<file path="src/rtl/fp32_to_bf16_narrow.sv">
// rtl/fp32_to_bf16_narrow.sv - two-stage streaming fp32 to bf16 narrowing converter
//
// Converts fp32 words {sign, exp[7:0], mant[22:0]} into bf16 words
// {sign, exp[7:0], mant[6:0]} at one word per cycle with valid/ready on both sides.
//
// Stage 1 classifies the input and keeps sign, exponent, upper mantissa,
// guard (bit 15) and sticky (OR of bits 14:0). Stage 2 rounds, packs and
// holds the result until the consumer takes it.
//
// Parameters:
//   RNE      - 1: round-to-nearest-even, 0: truncate toward zero
//   FTZ_SIGN - 1: flushed subnormals keep the input sign, 0: flush to +0
//
// Optional macro NARROW_STATUS_EN adds out_status {invalid, overflow,
// underflow, inexact}, registered per word alongside out_data.
//
// Ports:
//   clk        - clock, rising edge
//   rst_n      - asynchronous active-low reset
//   in_valid   - in_data is valid
//   in_ready   - converter accepts in_data this cycle
//   in_data    - fp32 operand
//   out_valid  - out_data is valid
//   out_ready  - consumer accepts out_data this cycle
//   out_data   - bf16 result
//   out_status - per-word flags (NARROW_STATUS_EN only)

module fp32_to_bf16_narrow #(
    parameter bit RNE      = 1'b1,
    parameter bit FTZ_SIGN = 1'b1
) (
    input  logic        clk,
    input  logic        rst_n,
    input  logic        in_valid,
    output logic        in_ready,
    input  logic [31:0] in_data,
    output logic        out_valid,
    input  logic        out_ready,
    output logic [15:0] out_data
`ifdef NARROW_STATUS_EN
    ,
    output logic [3:0]  out_status
`endif
);

    typedef enum logic [2:0] {
        CL_ZERO,
        CL_SUBN,
        CL_NORM,
        CL_INF,
        CL_NAN
    } class_e;

    // Handshake / advance control
    logic s1_valid_q, s1_valid_d;
    logic s2_valid_q, s2_valid_d;
    logic s1_load;
    logic s2_load;

    // Stage 1 fields
    logic       s1_sign_q;
    logic [7:0] s1_exp_q;
    logic [6:0] s1_mant_q;
    logic       s1_guard_q;
    logic       s1_sticky_q;
    class_e     s1_class_q;
    class_e     in_class;

    // Stage 2 result
    logic [15:0] s2_data_q, s2_data_d;

    // Rounding path
    logic        round_up;
    logic [14:0] rounded;
    logic        rnd_ovf;

    // An empty or draining stage always accepts; no path from in_valid to out_valid.
    assign s2_load  = !s2_valid_q || out_ready;
    assign s1_load  = !s1_valid_q || s2_load;
    assign in_ready = s1_load;

    assign s1_valid_d = s1_load ? in_valid   : s1_valid_q;
    assign s2_valid_d = s2_load ? s1_valid_q : s2_valid_q;

    always_comb begin
        in_class = CL_NORM;
        if (in_data[30:23] == 8'hFF) begin
            in_class = (in_data[22:0] != 23'd0) ? CL_NAN : CL_INF;
        end else if (in_data[30:23] == 8'h00) begin
            in_class = (in_data[22:0] != 23'd0) ? CL_SUBN : CL_ZERO;
        end
    end

    always_ff @(posedge clk or negedge rst_n) begin
        if (!rst_n) begin
            s1_valid_q  <= 1'b0;
            s1_sign_q   <= 1'b0;
            s1_exp_q    <= 8'h00;
            s1_mant_q   <= 7'h00;
            s1_guard_q  <= 1'b0;
            s1_sticky_q <= 1'b0;
            s1_class_q  <= CL_ZERO;
        end else begin
            s1_valid_q <= s1_valid_d;
            if (s1_load && in_valid) begin
                s1_sign_q   <= in_data[31];
                s1_exp_q    <= in_data[30:23];
                s1_mant_q   <= in_data[22:16];
                s1_guard_q  <= in_data[15];
                s1_sticky_q <= |in_data[14:0];
                s1_class_q  <= in_class;
            end
        end
    end

    // Exponent and mantissa are incremented as one field so a mantissa
    // carry ripples into the exponent; reaching 255 means overflow to Inf.
    always_comb begin
        round_up = RNE && s1_guard_q && (s1_sticky_q || s1_mant_q[0]);
        rounded  = {s1_exp_q, s1_mant_q} + {14'd0, round_up};
        rnd_ovf  = (rounded[14:7] == 8'hFF);
    end

    always_comb begin
        s2_data_d = 16'h0000;
        case (s1_class_q)
            CL_NAN:  s2_data_d = {s1_sign_q, 8'hFF, 7'b1000000};
            CL_INF:  s2_data_d = {s1_sign_q, 8'hFF, 7'h00};
            CL_SUBN: s2_data_d = {(FTZ_SIGN ? s1_sign_q : 1'b0), 15'h0000};
            CL_ZERO: s2_data_d = {s1_sign_q, 15'h0000};
            CL_NORM: s2_data_d = rnd_ovf ? {s1_sign_q, 8'hFF, 7'h00}
                                         : {s1_sign_q, rounded};
            default: s2_data_d = 16'h0000;
        endcase
    end

    always_ff @(posedge clk or negedge rst_n) begin
        if (!rst_n) begin
            s2_valid_q <= 1'b0;
            s2_data_q  <= 16'h0000;
        end else begin
            s2_valid_q <= s2_valid_d;
            if (s2_load && s1_valid_q) begin
                s2_data_q <= s2_data_d;
            end
        end
    end

`ifdef NARROW_STATUS_EN
    logic [3:0] s2_status_q, s2_status_d;

    // {invalid, overflow, underflow, inexact}
    always_comb begin
        s2_status_d = 4'h0;
        case (s1_class_q)
            CL_NAN:  s2_status_d = 4'b1000;
            CL_SUBN: s2_status_d = 4'b0011;
            CL_NORM: s2_status_d = {1'b0, rnd_ovf, 1'b0,
                                    (s1_guard_q || s1_sticky_q)};
            default: s2_status_d = 4'h0;
        endcase
    end

    always_ff @(posedge clk or negedge rst_n) begin
        if (!rst_n) begin
            s2_status_q <= 4'h0;
        end else if (s2_load && s1_valid_q) begin
            s2_status_q <= s2_status_d;
        end
    end

    assign out_status = s2_status_q;
`endif

    assign out_valid = s2_valid_q;
    assign out_data  = s2_data_q;

endmodule

</file>
<file path="config.mk">
export PLATFORM = sky130hd
export DESIGN_NAME = fp32_to_bf16_narrow
export DESIGN_NICKNAME = d
export VERILOG_FILES = /design/src/rtl/fp32_to_bf16_narrow.sv
export SDC_FILE = /design/constraint.sdc
export NUM_CORES = 1
export LEC_CHECK = 0
export ABC_CLOCK_PERIOD_IN_PS = 3800
export CAP_MARGIN = 20
export CELL_PAD_IN_SITES_DETAIL_PLACEMENT = 2
export CELL_PAD_IN_SITES_GLOBAL_PLACEMENT = 2
export CORE_MARGIN = 2
export CORE_UTILIZATION = 33
export DETAILED_ROUTE_END_ITERATION = 8
export PLACE_DENSITY = 0.84
export SETUP_SLACK_MARGIN = 0.2
export SLEW_MARGIN = 20
export SYNTH_ARGS = -nofsm -noshare
export SYNTH_HDL_FRONTEND = slang
export SYNTH_SLANG_ARGS = --single-unit
</file>
<file path="constraint.sdc">
create_clock -name clk -period 3.8 [get_ports clk]
set_input_delay 1.14 -clock clk [delete_from_list [all_inputs] [get_ports clk]]
set_output_delay 1.14 -clock clk [all_outputs]
set_load 0.1 [all_outputs]
</file>
==> Word-level counts from Yosys, hierarchy flattened <==
Cells that the tools add are included.
{ "classes": {"addsub": 1, "eq_ne": 6, "mux": 6, "reduce_logical": 13} }
{ "ops": {"columns": ["operator", "n"], "rows": [
  ["$pmux 16 s4", 1],
  ["$reduce_bool 23->1", 1],
  ["$eq 8x8->1 const B", 2],
  ["$add 15x1->15", 1],
  ["$mux 15", 1],
  ["$reduce_or 15->1", 1],
  ["$logic_not 8->1", 1],
  ["$eq 3x2->1 const B", 2],
  ["$mux 3", 2],
  ["$eq 3x1->1 const B", 1],
  ["$eq 3x3->1 const B", 1],
  ["$logic_and 1x1->1", 3],
  ["$logic_not 3->1", 1],
  ["$logic_or 1x1->1", 3],
  ["$logic_not 1->1", 2],
  ["$mux 2", 1],
  ["$reduce_or 2->1", 1],
  ["$mux 1", 1]
]} }
{ "word_totals": {"ff_bits": 39, "inputBits": 36, "wordCells": 35} }

==> Longest topological paths before layout <==
{ "logic_depth": {"ltp_word": 6, "depth_mapped": 8, "mapped_depth_nobuf": 8} }

==> Worst setup path after synthesis <==
No wires, ideal clock.
{ "synth_path": {"path_type": "input to register", "startpoint": "in out_ready", "endpoint": "reg s1_mant_q[4]", "setup_ns": 0.125, "arrival_ns": 3.191, "required_time_ns": 3.675, "setup_slack_ns": 0.485, "stages": 4, "path_buffers": 1, "path_cell_list": "nand3b_1 -> nand2_1 -> buf_1 -> mux2_2"} }
{ "synth_via": {"elab_chain_len": 3} }
{ "synth_lines": {"columns": ["element", "line_no", "text"], "rows": [
  ["from (decl)", "38", "input logic out_ready,"],
  ["$logic_or 1x1->1", "78", "assign s2_load = !s2_valid_q || out_ready;"],
  ["$logic_or 1x1->1", "79", "assign s1_load = !s1_valid_q || s2_load;"],
  ["$logic_and 1x1->1", "105", "if (s1_load && in_valid) begin"],
  ["to (signal assigned)", "108", "s1_mant_q <= in_data[22:16];"],
  ["to (decl)", "63", "logic [6:0] s1_mant_q;"]
]} }
Every way passes these cells.
A chain may end at the register's enable or synchronous reset.

==> Worst setup path after layout <==
{ "layout_path": {"startpoint": "in out_ready", "endpoint": "out in_ready"} }
{ "layout_via": {"elab_chain_len": 2} }
{ "layout_lines": {"columns": ["element", "line_no", "text"], "rows": [
  ["$logic_or 1x1->1", "78", null],
  ["$logic_or 1x1->1", "79", null],
  ["to (decl)", "35", "output logic in_ready,"]
]} }
Every way passes these cells.

==> qor.tcl <==
set qor(ys_warn_count) 0
set qor(setup_total_negative_slack_ns) 0
set qor(postLayoutSetupSlackWorst_ns) 0.606
set qor(layout-drive-gt1-share) 0.165
set qor(critical_path.max_fanout) 3
set qor(syn_nets) 253
set qor(cts_root_buf) {sky130_fd_sc_hd__clkbuf_8}
set qor(synth_top_cell_area_share) 0.444
set qor(areaGrowthSynthToFinish_pct) 30.3
set qor(r2r-end) {out_data[4]$_DFFE_PN0P_}
set qor(worst_setup_hold_path_clk_slew_ns) 0.08
set qor(gp_congestion) 0.843
set qor(maxCapViolCount) 0
set qor(total_leakage_power_nw) 1.13
set qor(power.density_cell_area_mw_per_mm2) 543
set qor(setup.worst_path.start_class) {primary input}
set qor(worstSkewPairLatency_ns) 0.29
set qor(worstPathRequired_ns) 2.66
set qor(critPathArrivalTime_ns) 2.05
set qor(synth-async-reset-ratio) 1.00
set qor(ys_seq_elements) 39
set qor(fp-row-count) 29
set qor(yosys-top-cells-area) {sky130_fd_sc_hd__dfrtp_1, sky130_fd_sc_hd__mux2_1, sky130_fd_sc_hd__mux2_2}
set qor(synth.lib_cells_used.distinct) 45
set qor(synthDominantAreaCellType) {sky130_fd_sc_hd__dfrtp_1}
set qor(unrepaired_setup_endpoints_after_global_routing) {false}
set qor(ant_nets) 0
set qor(antenna_found_initial) 0
set qor(syn-mean-instance-area_sq_um) 10.3
set qor(die_x_um) 85.6
set qor(cts_inserted_buffers) 5
set qor(ctsResizeCount) 0
set qor(finalHoldViolCount) 0
set qor(synth_enable_flop_cells) 0
set qor(hold_path_class) {flip-flop to flip-flop}
set qor(timing.final.setup_violations) 0
set qor(reg2regPathDepth) 8
set qor(buffer_ports.inserted) 53
set qor(critPathKind) {primary input to output pin}
set qor(final_net_count) 304
set qor(diodes) 0
set qor(maxSlewHeadroom) 0.404
set qor(h_tree_level_count) 2
set qor(r2r_setup_slack_ns) 1.25
set qor(drc_errors) 0
set qor(max_clock_freq_ghz) 0.313
set qor(tritoncts) {yes}
set qor(worst_pin_slew_ns) 0.892
set qor(die_area_sq_mm) 0.00733
set qor(number_of_filler_cells_placed_in_the_layout) 690
set qor(postPlaceCellArea_sq_mm) 0.00275
set qor(detailedPlacementHpwl_um) 4740
set qor(ys.flop_type) {sky130_fd_sc_hd__dfrtp_1}
set qor(final.period_utilization) 0.840
set qor(pre_cts_slack_ns) 0.626
set qor(vdd_drop_max_mv) 0.258
set qor(min_delay_worst_endpoint) {out_data[2]$_DFFE_PN0P_}
set qor(drt_first_iter_violations) 49
set qor(route.vias.total) 1879
set qor(initial_utilization) 0.344
set qor(finalInstanceArea_sq_mm) 0.00286
set qor(final_period_minus_worst_setup_slack_ns) 3.19
set qor(vias_per_cell) 5.48
set qor(gr-usage-all-layers) 0.185
set qor(wl_um) 6260
set qor(syn_inst) 214
set qor(critical_path.reg2reg.startpoint) {s1_mant_q[0]$_DFFE_PN0P_}
set qor(grt_pass1_vias) 2012
set qor(floorplan.io_pins) 54
set qor(finalCoreUtilization) 0.448
set qor(worstSetupEndpointType) {output pin}
set qor(seq_area_frac_synth) 0.444
set qor(ctsHoldBuffers) 0
set qor(worst_hold_depth) 2
set qor(numClockSinks) 39
set qor(post_synthesis_cell_area_sq_mm) 0.00220
set qor(avgRoutedWirePerCell_um) 18.2
set qor(final.setup_skew_ns) 0.00205
set qor(grt_first_pass_wirelength_um) 10500
set qor(drt-pass1-iter-count) 4
set qor(grt_max_degree) 40
set qor(post_cts.repair.setup_buffers) 0
set qor(hp-start) {out_data[2]$_DFFE_PN0P_}
set qor(die_y_um) 85.6
set qor(clock_path_buffers) 2
set qor(timing.final.max_slew_violations) 0
set qor(synth.cells.most_frequent) {sky130_fd_sc_hd__dfrtp_1, sky130_fd_sc_hd__nand2_1, sky130_fd_sc_hd__nor2_1}
set qor(design.core.area_sq_mm) 0.00639
set qor(gr-total-overflow) 0
set qor(run_status) {finished clean}
set qor(yosys.cell_count.top_type) {sky130_fd_sc_hd__dfrtp_1}
[logic make-up after synthesis]
family / after synthesis / share of synthesized area
and+or+nand+nor: 87 / 0.228
AOI/OAI and AO/OA: 39 / 0.129
DFF: 39 / 0.444
muxes: 20 / 0.102
xor gates and xnor gates: 13 / 0.0518
buffers and inverters: 13 / 0.0273
adders and majority gates: 3 / 0.0171
[cell usage in the layout (no fill, tap or decap), drive strengths merged, types with 4 or more instances in the layout]
cell type / instances
a21oi: 8
buf: 20
clkbuf: 6
clkdlybuf4s50: 34
dfrtp: 39
mux2: 19
nand2: 21
nand2b: 5
nand3: 8
nand4: 8
nor2: 14
nor3: 4
nor4: 10
o21ai: 14
o31ai: 6
xnor2: 8
xor2: 5
[layout make-up]
type                            count  area, sq um  share of cell area
Clock buffer                        6         82.6              0.0288
Clock inverter                      2         35.0              0.0122
Inverter                            3         11.3             0.00393
Multi-Input combinational cell    162         1160               0.406
Sequential cell                    39          976               0.341
Tap cell                           77         96.3              0.0337
Timing Repair Buffer               54          500               0.175
[critical path, stage by stage]
cell                              delay, ns
sky130_fd_sc_hd__clkdlybuf4s50_1       0.41
sky130_fd_sc_hd__nand3b_1              0.27
sky130_fd_sc_hd__buf_12                0.23
[sequential cells by signal, indices dropped and copies added (netlist names)]
name and count:
out_data 16, s1_exp_q 8, s1_mant_q 7, s1_class_q 3
out_valid 1, s1_guard_q 1, s1_sign_q 1, s1_sticky_q 1
s1_valid_q 1
[metal layers]
layer	global-route usage	wire (um)
met1	0.237	2810
met5	0	0
met4	0.0693	110
met3	0.0298	169
met2	0.314	3160
[power by group]
part           internal [mW]  leakage [nW]  switching (mW)  total, mW
Combinational          0.176         0.602           0.449      0.625
Clock                  0.213        0.0612           0.152      0.364
Sequential             0.483         0.462          0.0811      0.564
Total                  0.871          1.13           0.682       1.55
[worst max-delay path by stage]
stage              start  cells past startpoint                        to
2_1_floorplan  out_ready                      4  s1_mant_q[4]$_DFFE_PN0P_
3_3_place_gp   out_ready                      3                  in_ready
3_5_place_dp   out_ready                      3                  in_ready
4_1_cts        out_ready                      3                  in_ready
5_1_grt        out_ready                      3                  in_ready
6_report       out_ready                      3                  in_ready
[through the flow]
stage,hold WS (ns),total power [mW],cells
2_1_floorplan,0.463,1.02,214
5_1_grt,0.529,1.63,343
4_1_cts,0.493,1.57,343
6_report,0.482,1.55,343
3_3_place_gp,0.465,1.18,335
3_5_place_dp,0.474,1.20,335
No activity file was read; power rests on OpenSTA's default activity.
